## src/rtl/lc3_isdu_ctrl_pkg.sv

```systemverilog
// lc3_isdu_ctrl_pkg: shared types and encodings for the SLC-3 sequencing/decode unit.
//   state_e   : controller state encoding, also exported on State_Dbg
//   ctrl_t    : packed control word driven to the datapath
//   OP_*      : opcodes decoded from IR[15:12]
//   PCMUX_*, ADDR2_*, ALUK_* : mux/ALU select encodings
package lc3_isdu_ctrl_pkg;

    typedef enum logic [4:0] {
        ST_HALTED, ST_FETCH1, ST_FETCH2, ST_FETCH3, ST_DECODE,
        ST_BR_TEST, ST_BR_TAKE, ST_ALU,
        ST_LDR_A, ST_LDR_M, ST_LDR_W,
        ST_STR_A, ST_STR_D, ST_STR_M,
        ST_JMP, ST_JSR_A, ST_JSR_B,
        ST_PAUSE, ST_PAUSE2
    } state_e;

    localparam logic [3:0] OP_BR    = 4'b0000;
    localparam logic [3:0] OP_ADD   = 4'b0001;
    localparam logic [3:0] OP_AND   = 4'b0101;
    localparam logic [3:0] OP_NOT   = 4'b1001;
    localparam logic [3:0] OP_LDR   = 4'b0110;
    localparam logic [3:0] OP_STR   = 4'b0111;
    localparam logic [3:0] OP_JMP   = 4'b1100;
    localparam logic [3:0] OP_JSR   = 4'b0100;
    localparam logic [3:0] OP_PAUSE = 4'b1101;

    localparam logic [1:0] PCMUX_INC   = 2'b00;
    localparam logic [1:0] PCMUX_ADDER = 2'b10;

    localparam logic [1:0] ADDR2_ZERO  = 2'b00;
    localparam logic [1:0] ADDR2_OFF6  = 2'b01;
    localparam logic [1:0] ADDR2_OFF9  = 2'b10;
    localparam logic [1:0] ADDR2_OFF11 = 2'b11;

    localparam logic [1:0] ALUK_ADD  = 2'b00;
    localparam logic [1:0] ALUK_AND  = 2'b01;
    localparam logic [1:0] ALUK_NOT  = 2'b10;
    localparam logic [1:0] ALUK_PASS = 2'b11;

    // sr1mux: 0 selects IR[11:9], 1 selects IR[8:6]; drmux: 0 IR[11:9], 1 R7;
    // addr1mux: 0 PC, 1 SR1 (BaseR); mio_en: 1 MDR loads from memory.
    typedef struct packed {
        logic       ld_mar;
        logic       ld_mdr;
        logic       ld_ir;
        logic       ld_ben;
        logic       ld_cc;
        logic       ld_reg;
        logic       ld_pc;
        logic       ld_led;
        logic       gate_pc;
        logic       gate_mdr;
        logic       gate_alu;
        logic       gate_marmux;
        logic [1:0] pcmux;
        logic       drmux;
        logic       sr1mux;
        logic       sr2mux;
        logic       addr1mux;
        logic [1:0] addr2mux;
        logic [1:0] aluk;
        logic       mio_en;
        logic       mem_oe;
        logic       mem_we;
    } ctrl_t;

    localparam ctrl_t CTRL_IDLE = '0;

    function automatic logic [1:0] alu_op(input logic [3:0] op);
        return op == OP_AND ? ALUK_AND : op == OP_NOT ? ALUK_NOT : ALUK_ADD;
    endfunction

endpackage

```

## src/rtl/lc3_isdu_ctrl_if.sv

```systemverilog
// lc3_isdu_ctrl_if: bundle between the top level/datapath (master) and the sequencer (slave).
//   Run, Continue, IR, BEN : into the sequencer
//   Ctrl, State_Dbg        : out of the sequencer
interface lc3_isdu_ctrl_if;
    import lc3_isdu_ctrl_pkg::*;

    logic        Run;
    logic        Continue;
    logic [15:0] IR;
    logic        BEN;
    ctrl_t       Ctrl;
    logic [4:0]  State_Dbg;

    modport master (output Run, Continue, IR, BEN, input Ctrl, State_Dbg);
    modport slave  (input Run, Continue, IR, BEN, output Ctrl, State_Dbg);

endinterface

```

## src/rtl/lc3_isdu_ctrl_mem_wait_timer.sv

```systemverilog
// lc3_isdu_ctrl_mem_wait_timer: counts the cycles of one memory access.
//   Clk, Reset : clock and synchronous active-high reset
//   start      : held high for the whole access (while in a memory state)
//   last       : high in the final (MEM_WAIT-th) cycle of the access
module lc3_isdu_ctrl_mem_wait_timer #(
    parameter int MEM_WAIT = 3
) (
    input  logic Clk,
    input  logic Reset,
    input  logic start,
    output logic last
);
    localparam int W = $clog2(MEM_WAIT + 1);

    logic [W-1:0] cnt;

    assign last = start && cnt == W'(MEM_WAIT - 1);

    // Clearing on last leaves the counter at zero for the next access.
    always_ff @(posedge Clk)
        cnt <= (Reset || !start || last) ? '0 : cnt + W'(1);

endmodule

```

## src/rtl/lc3_isdu_ctrl.sv

```systemverilog
// lc3_isdu_ctrl: Moore FSM sequencing fetch/decode/execute for the SLC-3 datapath.
//   Clk, Reset : clock and synchronous active-high reset
//   bus        : Run/Continue/IR/BEN in, Ctrl word and State_Dbg out
module lc3_isdu_ctrl
    import lc3_isdu_ctrl_pkg::*;
#(
    parameter int MEM_WAIT = 3
) (
    input logic            Clk,
    input logic            Reset,
    lc3_isdu_ctrl_if.slave bus
);
    state_e     state, state_nxt;
    ctrl_t      c;
    logic       mem_act, mem_last;
    logic [3:0] op;

    assign op            = bus.IR[15:12];
    assign mem_act       = state inside {ST_FETCH2, ST_LDR_M, ST_STR_M};
    assign bus.Ctrl      = c;
    assign bus.State_Dbg = state;

    lc3_isdu_ctrl_mem_wait_timer #(.MEM_WAIT(MEM_WAIT)) u_timer (
        .Clk   (Clk),
        .Reset (Reset),
        .start (mem_act),
        .last  (mem_last)
    );

    always_ff @(posedge Clk)
        state <= Reset ? ST_HALTED : state_nxt;

    always_comb begin
        state_nxt = state;
        c = CTRL_IDLE;
        case (state)
            ST_HALTED: if (bus.Run) state_nxt = ST_FETCH1;
            ST_FETCH1: begin
                c.gate_pc = 1'b1;
                c.ld_mar  = 1'b1;
                c.pcmux   = PCMUX_INC;
                c.ld_pc   = 1'b1;
                state_nxt = ST_FETCH2;
            end
            ST_FETCH2, ST_LDR_M: begin
                c.mem_oe = 1'b1;
                c.mio_en = 1'b1;
                c.ld_mdr = mem_last;
                if (mem_last) state_nxt = state == ST_FETCH2 ? ST_FETCH3 : ST_LDR_W;
            end
            ST_FETCH3: begin
                c.gate_mdr = 1'b1;
                c.ld_ir    = 1'b1;
                state_nxt  = ST_DECODE;
            end
            ST_DECODE: begin
                c.ld_ben = 1'b1;
                case (op)
                    OP_BR:                  state_nxt = ST_BR_TEST;
                    OP_ADD, OP_AND, OP_NOT: state_nxt = ST_ALU;
                    OP_LDR:                 state_nxt = ST_LDR_A;
                    OP_STR:                 state_nxt = ST_STR_A;
                    OP_JMP:                 state_nxt = ST_JMP;
                    OP_JSR:                 state_nxt = ST_JSR_A;
                    OP_PAUSE:               state_nxt = ST_PAUSE;
                    default:                state_nxt = ST_FETCH1;
                endcase
            end
            ST_BR_TEST: state_nxt = bus.BEN ? ST_BR_TAKE : ST_FETCH1;
            ST_BR_TAKE: begin
                c.addr2mux = ADDR2_OFF9;
                c.pcmux    = PCMUX_ADDER;
                c.ld_pc    = 1'b1;
                state_nxt  = ST_FETCH1;
            end
            ST_ALU: begin
                c.aluk     = alu_op(op);
                c.sr1mux   = 1'b1;
                c.sr2mux   = bus.IR[5];
                c.gate_alu = 1'b1;
                c.ld_reg   = 1'b1;
                c.ld_cc    = 1'b1;
                state_nxt  = ST_FETCH1;
            end
            ST_LDR_A, ST_STR_A: begin
                c.addr1mux    = 1'b1;
                c.sr1mux      = 1'b1;
                c.addr2mux    = ADDR2_OFF6;
                c.gate_marmux = 1'b1;
                c.ld_mar      = 1'b1;
                state_nxt     = state == ST_LDR_A ? ST_LDR_M : ST_STR_D;
            end
            ST_LDR_W: begin
                c.gate_mdr = 1'b1;
                c.ld_reg   = 1'b1;
                c.ld_cc    = 1'b1;
                state_nxt  = ST_FETCH1;
            end
            // Source register IR[11:9] passes through the ALU into MDR.
            ST_STR_D: begin
                c.aluk     = ALUK_PASS;
                c.gate_alu = 1'b1;
                c.ld_mdr   = 1'b1;
                state_nxt  = ST_STR_M;
            end
            ST_STR_M: begin
                c.mem_we = 1'b1;
                if (mem_last) state_nxt = ST_FETCH1;
            end
            ST_JMP: begin
                c.addr1mux = 1'b1;
                c.sr1mux   = 1'b1;
                c.addr2mux = ADDR2_ZERO;
                c.pcmux    = PCMUX_ADDER;
                c.ld_pc    = 1'b1;
                state_nxt  = ST_FETCH1;
            end
            ST_JSR_A: begin
                c.gate_pc = 1'b1;
                c.drmux   = 1'b1;
                c.ld_reg  = 1'b1;
                state_nxt = ST_JSR_B;
            end
            // IR[11]=1: PC+off11; otherwise BaseR+0 through the address adder.
            ST_JSR_B: begin
                c.addr1mux = !bus.IR[11];
                c.sr1mux   = !bus.IR[11];
                c.addr2mux = bus.IR[11] ? ADDR2_OFF11 : ADDR2_ZERO;
                c.pcmux    = PCMUX_ADDER;
                c.ld_pc    = 1'b1;
                state_nxt  = ST_FETCH1;
            end
            // Two states so a Continue already high on entry still needs its falling edge.
            ST_PAUSE: begin
                c.ld_led = 1'b1;
                if (bus.Continue) state_nxt = ST_PAUSE2;
            end
            ST_PAUSE2: begin
                c.ld_led = 1'b1;
                if (!bus.Continue) state_nxt = ST_FETCH1;
            end
            default: state_nxt = ST_HALTED;
        endcase
    end

endmodule

```

## src/flat_wrapper.sv

```systemverilog
// flat-port wrapper written by rule: the top's interface ports become plain ports
module lc3_isdu_ctrl_flat import lc3_isdu_ctrl_pkg::*;
#(
    parameter int MEM_WAIT = 3
)
  (Clk, Reset, bus_Run, bus_Continue, bus_IR, bus_BEN, bus_Ctrl, bus_State_Dbg);
  lc3_isdu_ctrl_if bus_i ();
  input logic Clk;
  input logic Reset;
  input wire logic [$bits(bus_i.Run)-1:0] bus_Run;
  input wire logic [$bits(bus_i.Continue)-1:0] bus_Continue;
  input wire logic [$bits(bus_i.IR)-1:0] bus_IR;
  input wire logic [$bits(bus_i.BEN)-1:0] bus_BEN;
  output wire logic [$bits(bus_i.Ctrl)-1:0] bus_Ctrl;
  output wire logic [$bits(bus_i.State_Dbg)-1:0] bus_State_Dbg;
  assign bus_i.Run = bus_Run;
  assign bus_i.Continue = bus_Continue;
  assign bus_i.IR = bus_IR;
  assign bus_i.BEN = bus_BEN;
  assign bus_Ctrl = bus_i.Ctrl;
  assign bus_State_Dbg = bus_i.State_Dbg;
  lc3_isdu_ctrl #(.MEM_WAIT(MEM_WAIT)) u_core (.Clk(Clk), .Reset(Reset), .bus(bus_i));
endmodule
```

## config.mk

```make
export PLATFORM = sky130hd
export DESIGN_NAME = lc3_isdu_ctrl_flat
export DESIGN_NICKNAME = d
export VERILOG_FILES = /design/src/rtl/lc3_isdu_ctrl_pkg.sv /design/src/rtl/lc3_isdu_ctrl_if.sv /design/src/rtl/lc3_isdu_ctrl_mem_wait_timer.sv /design/src/rtl/lc3_isdu_ctrl.sv /design/src/flat_wrapper.sv
export SDC_FILE = /design/constraint.sdc
export NUM_CORES = 1
export LEC_CHECK = 0
export CAP_MARGIN = 20
export CORE_AREA = 2 2 48 95
export CTS_BUF_LIST = sky130_fd_sc_hd__clkbuf_8
export CTS_CLUSTER_DIAMETER = 30
export DETAILED_ROUTE_END_ITERATION = 10
export DIE_AREA = 0 0 50 97
export SYNTH_ARGS = -nofsm -noshare
export SYNTH_HDL_FRONTEND = slang
export SYNTH_HIERARCHICAL = 1
export SYNTH_SLANG_ARGS = --single-unit
```

## constraint.sdc

```tcl
create_clock -name Clk -period 2.9 [get_ports Clk]
set_clock_uncertainty 0.05 [all_clocks]
set_input_delay 0.87 -clock Clk [delete_from_list [all_inputs] [get_ports Clk]]
set_output_delay 0.87 -clock Clk [all_outputs]
set_load 0.005 [all_outputs]
```

==> run summary <==
=====================================================================================
Status                                                                   finished clean
Sequential standard cell area                                             143.9 sq um
Post-Route WL                                                                3.423 mm
Accumulated negative setup slack                                                 0 ns
Synth Instances                                                                   148
Fin. max-slew vios                                                                  0
Cell family contributing the most delay on the critical path             buffers and inverters
Final hold slack                                                            0.3730 ns
Via count of the first global-routing pass                                       1304
Wire length of the first global-routing pass                                 5.754 mm
Floorplan die area                                                         4850 sq um
Proportion of layout cells with a drive suffix above 1                         0.3029
Non-filler cells in the finished layout                                           260
Crit path time final                                                         2.820 ns
# Max-Cap Violations                                                                0
Number of buffers added on ports                                                   39
Total core area                                                            4088 sq um
Final-stage net count                                                             231
Row Count                                                                          33
Detail Placement HPWL                                                        2.706 mm
Largest net degree at the start of global routing                                  18
Count of flip-flops with a built-in enable after synthesis                          0
Number of instances in the placed design                                          249
Drt drc                                                                             0
GPL Wtd Cong                                                                   0.8520
Filler cell count in the final layout                                             436
Effective utilization at floorplan                                             0.2467
Maximum level of the CTS H-tree                                                     1
Clock-pin slew of the registers on the worst-case setup and hold paths        0.04 ns
Number of clock buffers inserted by TritonCTS                                       3
Area of the multi-input gates                                             809.5 sq um
Synthesized netlist net count                                                     170
Dominant synthesized flop cell                                           sky130_fd_sc_hd__dfxtp_1
Worst Slack Setup Final                                                    0.07972 ns
List of cells traversed by the critical path                             dlygate4sd2_1 > or3_1 > o21ai_2 > nand2b_1 > dlygate4sd2_1
Achievable clock frequency                                                  354.6 MHz
Cell area after layout                                                     1728 sq um
Unrepaired setup endpoints after global routing                                 false
Class of the tightest hold or removal check                                reg -> reg
CP Max Fanout                                                                       3
Insertion delay to the later sink of the worst-skew pair                      0.22 ns
Data arrival time of the critical path                                        1.90 ns
Worst setup path class                                                      in -> out
Router iterations before antenna repair                                             4
Static leakage                                                           0.0007843 uW
DRT antenna net count                                                               0
All-layer global routing usage                                                 0.1446
Number of storage elements in the synthesis netlist                                 7
DR iter-0 viols                                                                    49
Die boundary height                                                             97 um
Critical Path Slowest Stage Cell                                         sky130_fd_sc_hd__or3_1
Clock root cell                                                          sky130_fd_sc_hd__clkbuf_8
Kind of capture point of the worst setup path                            primary output
Area of placed instances                                                   1579 sq um
Total number of vias                                                             1315
Element type at the critical path start                                     input pin
Buf/Inv on CP                                                                       2
Pre-CTS WS                                                                 -0.4590 ns
Power per unit of standard cell area                                     483.5 nW/um^2
# hold bufs at CTS                                                                  0
Diode count                                                                         0
Setup-failing EPs final                                                             0
Final worst-path cycle share                                                   0.9725
Layout area overhead                                                           71.34%
Yosys warns                                                                         6
Mapped cell area                                                           1008 sq um
Async set or reset register ratio after synthesis                                   0
I/O pin count                                                                      51
Horiz. Die Dim                                                                  50 um
Total congestion overflow after global routing                                      0
CP dominant cell by count                                                sky130_fd_sc_hd__dlygate4sd2_1
CTS max path bufs                                                                   2
Yosys cell types                                                                   47
Max incr delay on CP                                                          0.37 ns
Final hold violation count                                                          0
Seq/Total Area, Yosys                                                          0.1390
TritonCTS Sinks                                                                     7
Antenna violations before repair                                                    0
Post-Syn Area per Cell                                                    6.814 sq um
Vias per cell                                                                   5.058
Endpoint required time on the critical path                                   1.98 ns
TritonCTS clock tree                                                            built
Worst IR Drop VDD                                                         0.0003374 V
Average wire per standard cell                                               13.17 um
=====================================================================================
-- layer usage --
| layer | wire, um | global-route usage | share of wire | vias to the layer above |
|---|---|---|---|---|
| li1 | - | - | - | 650 |
| met2 | 1998 | 0.2783 | 0.58 | 39 |
| met5 | 0 | 0 | 0 | - |
| met3 | 107 | 0.009259 | 0.031 | 6 |
| met1 | 1248 | 0.1526 | 0.36 | 620 |
| met4 | 68 | 0.05769 | 0.020 | 0 |
-- report_power, final --
| group | switching (uW) | internal, uW |
|---|---|---|
| logic | 255 | 320 |
| registers | 13.2 | 114 |
| clock network | 40.2 | 92.8 |
| total | 309 | 527 |
-- worst register-to-register path, stage by stage (launching register included) --
cell	delay [ns]
sky130_fd_sc_hd__dfxtp_2	0.32
sky130_fd_sc_hd__or4b_4	0.53
sky130_fd_sc_hd__a21o_1	0.20
sky130_fd_sc_hd__inv_1	0.06
sky130_fd_sc_hd__and2_2	0.14
sky130_fd_sc_hd__buf_4	0.13
sky130_fd_sc_hd__o21ai_0	0.08
sky130_fd_sc_hd__a21oi_1	0.35
sky130_fd_sc_hd__o211ai_1	0.15
sky130_fd_sc_hd__a21oi_1	0.17
-- layout by cell type, fill, tap and decap left out, types with 3 or more instances in the layout --
cell,count
sky130_fd_sc_hd__nor2_1,12
sky130_fd_sc_hd__dlygate4sd2_1,5
sky130_fd_sc_hd__nor3b_1,4
sky130_fd_sc_hd__dfxtp_2,3
sky130_fd_sc_hd__nand2b_1,8
sky130_fd_sc_hd__or3_1,5
sky130_fd_sc_hd__clkdlybuf4s50_1,28
sky130_fd_sc_hd__nor2b_1,4
sky130_fd_sc_hd__dfxtp_1,4
sky130_fd_sc_hd__xnor2_1,3
sky130_fd_sc_hd__dlymetal6s2s_1,3
sky130_fd_sc_hd__buf_4,28
sky130_fd_sc_hd__nand3_1,6
sky130_fd_sc_hd__inv_1,6
sky130_fd_sc_hd__nand2_1,9
sky130_fd_sc_hd__buf_6,3
sky130_fd_sc_hd__clkbuf_8,3
sky130_fd_sc_hd__a21oi_1,13
sky130_fd_sc_hd__o21ai_0,5
-- metrics by stage --
step | utilization | power [uW]
after CTS | 0.4065 | 789.9
after detailed placement | 0.3863 | 633.4
after floorplan | - | 422.0
after global placement | 0.3863 | 631.2
final | 0.4227 | 835.4
after global routing | 0.4227 | 894.3
-- Yosys cell counts (2+ instances only) --
cell type / instances / area, sq um
sky130_fd_sc_hd__a21o_1: 2 / 15.01
sky130_fd_sc_hd__nand3_1: 6 / 30.03
sky130_fd_sc_hd__o22ai_1: 2 / 12.51
sky130_fd_sc_hd__inv_1: 6 / 22.52
sky130_fd_sc_hd__or4b_1: 2 / 20.02
sky130_fd_sc_hd__buf_2: 8 / 40.04
sky130_fd_sc_hd__buf_4: 3 / 22.52
sky130_fd_sc_hd__or2_2: 2 / 12.51
sky130_fd_sc_hd__nor2_1: 13 / 48.80
sky130_fd_sc_hd__dfxtp_1: 7 / 140.1
sky130_fd_sc_hd__nand2_1: 10 / 37.54
sky130_fd_sc_hd__a21oi_1: 14 / 70.07
sky130_fd_sc_hd__a32oi_1: 2 / 17.52
sky130_fd_sc_hd__o211ai_1: 2 / 15.01
sky130_fd_sc_hd__o21ai_0: 6 / 30.03
sky130_fd_sc_hd__mux2_2: 2 / 22.52
sky130_fd_sc_hd__nor3_1: 2 / 10.01
sky130_fd_sc_hd__nor3b_1: 4 / 30.03
sky130_fd_sc_hd__nor2b_1: 6 / 37.54
sky130_fd_sc_hd__clkbuf_1: 3 / 11.26
sky130_fd_sc_hd__o41ai_1: 3 / 26.28
sky130_fd_sc_hd__and3_1: 2 / 12.51
sky130_fd_sc_hd__xnor2_1: 3 / 26.28
sky130_fd_sc_hd__and3b_1: 2 / 17.52
sky130_fd_sc_hd__nand2b_1: 8 / 50.05
sky130_fd_sc_hd__or3_1: 6 / 37.54
sky130_fd_sc_hd__nor4b_1: 2 / 17.52
-- cells by family (layout without fill, tap and decap cells) --
group / after synthesis / count (layout) / share of synthesized area
flops: 7 / 7 / 0.1390
mux: 3 / 3 / 0.03226
xor+xnor: 3 / 3 / 0.02606
simple gates: 72 / 72 / 0.4132
buf+inv: 21 / 81 / 0.1067
other cells: 1 / 1 / 0.003719
compound gates: 40 / 40 / 0.2668
fa+ha+maj: 1 / 1 / 0.01240
-- registers in the layout, summed over array words and instances, names as in the netlist --
signal                flops
u_core/u_timer/cnt        2
u_core/bus.State_Dbg      5
-- layout make-up --
class                      instances  share of cell area
multi-input combinational        120              0.4685
timing repair buffer              71              0.3707
sequential                         7             0.08327
tap                               52             0.03765
clock buffer                       3             0.02390
inverter                           6             0.01303
clock inverter                     1            0.002896
-- worst paths after layout --
check                                       startpoint                                   end  slack (ns)  depth (start not counted)
setup reg to reg  u_core/bus.State_Dbg[0]$_SDFFE_PP0P_  u_core/bus.State_Dbg[1]$_SDFFE_PP0P_        0.64                          9
hold / removal        u_core/u_timer/cnt[0]$_SDFF_PP0_      u_core/u_timer/cnt[0]$_SDFF_PP0_        0.37                          1
hold reg to reg       u_core/u_timer/cnt[0]$_SDFF_PP0_      u_core/u_timer/cnt[0]$_SDFF_PP0_        0.37                          1
setup / recovery                            bus_IR[11]                           bus_Ctrl[9]        0.08                          5
-- what timing repair did --
action	in CTS	in global routing
gates resized for setup	23	15
endpoints found under the setup margin	15	12
pin swaps	1	3
setup buffers	2	5
Note: power is estimated with default switching activity, not from simulation.
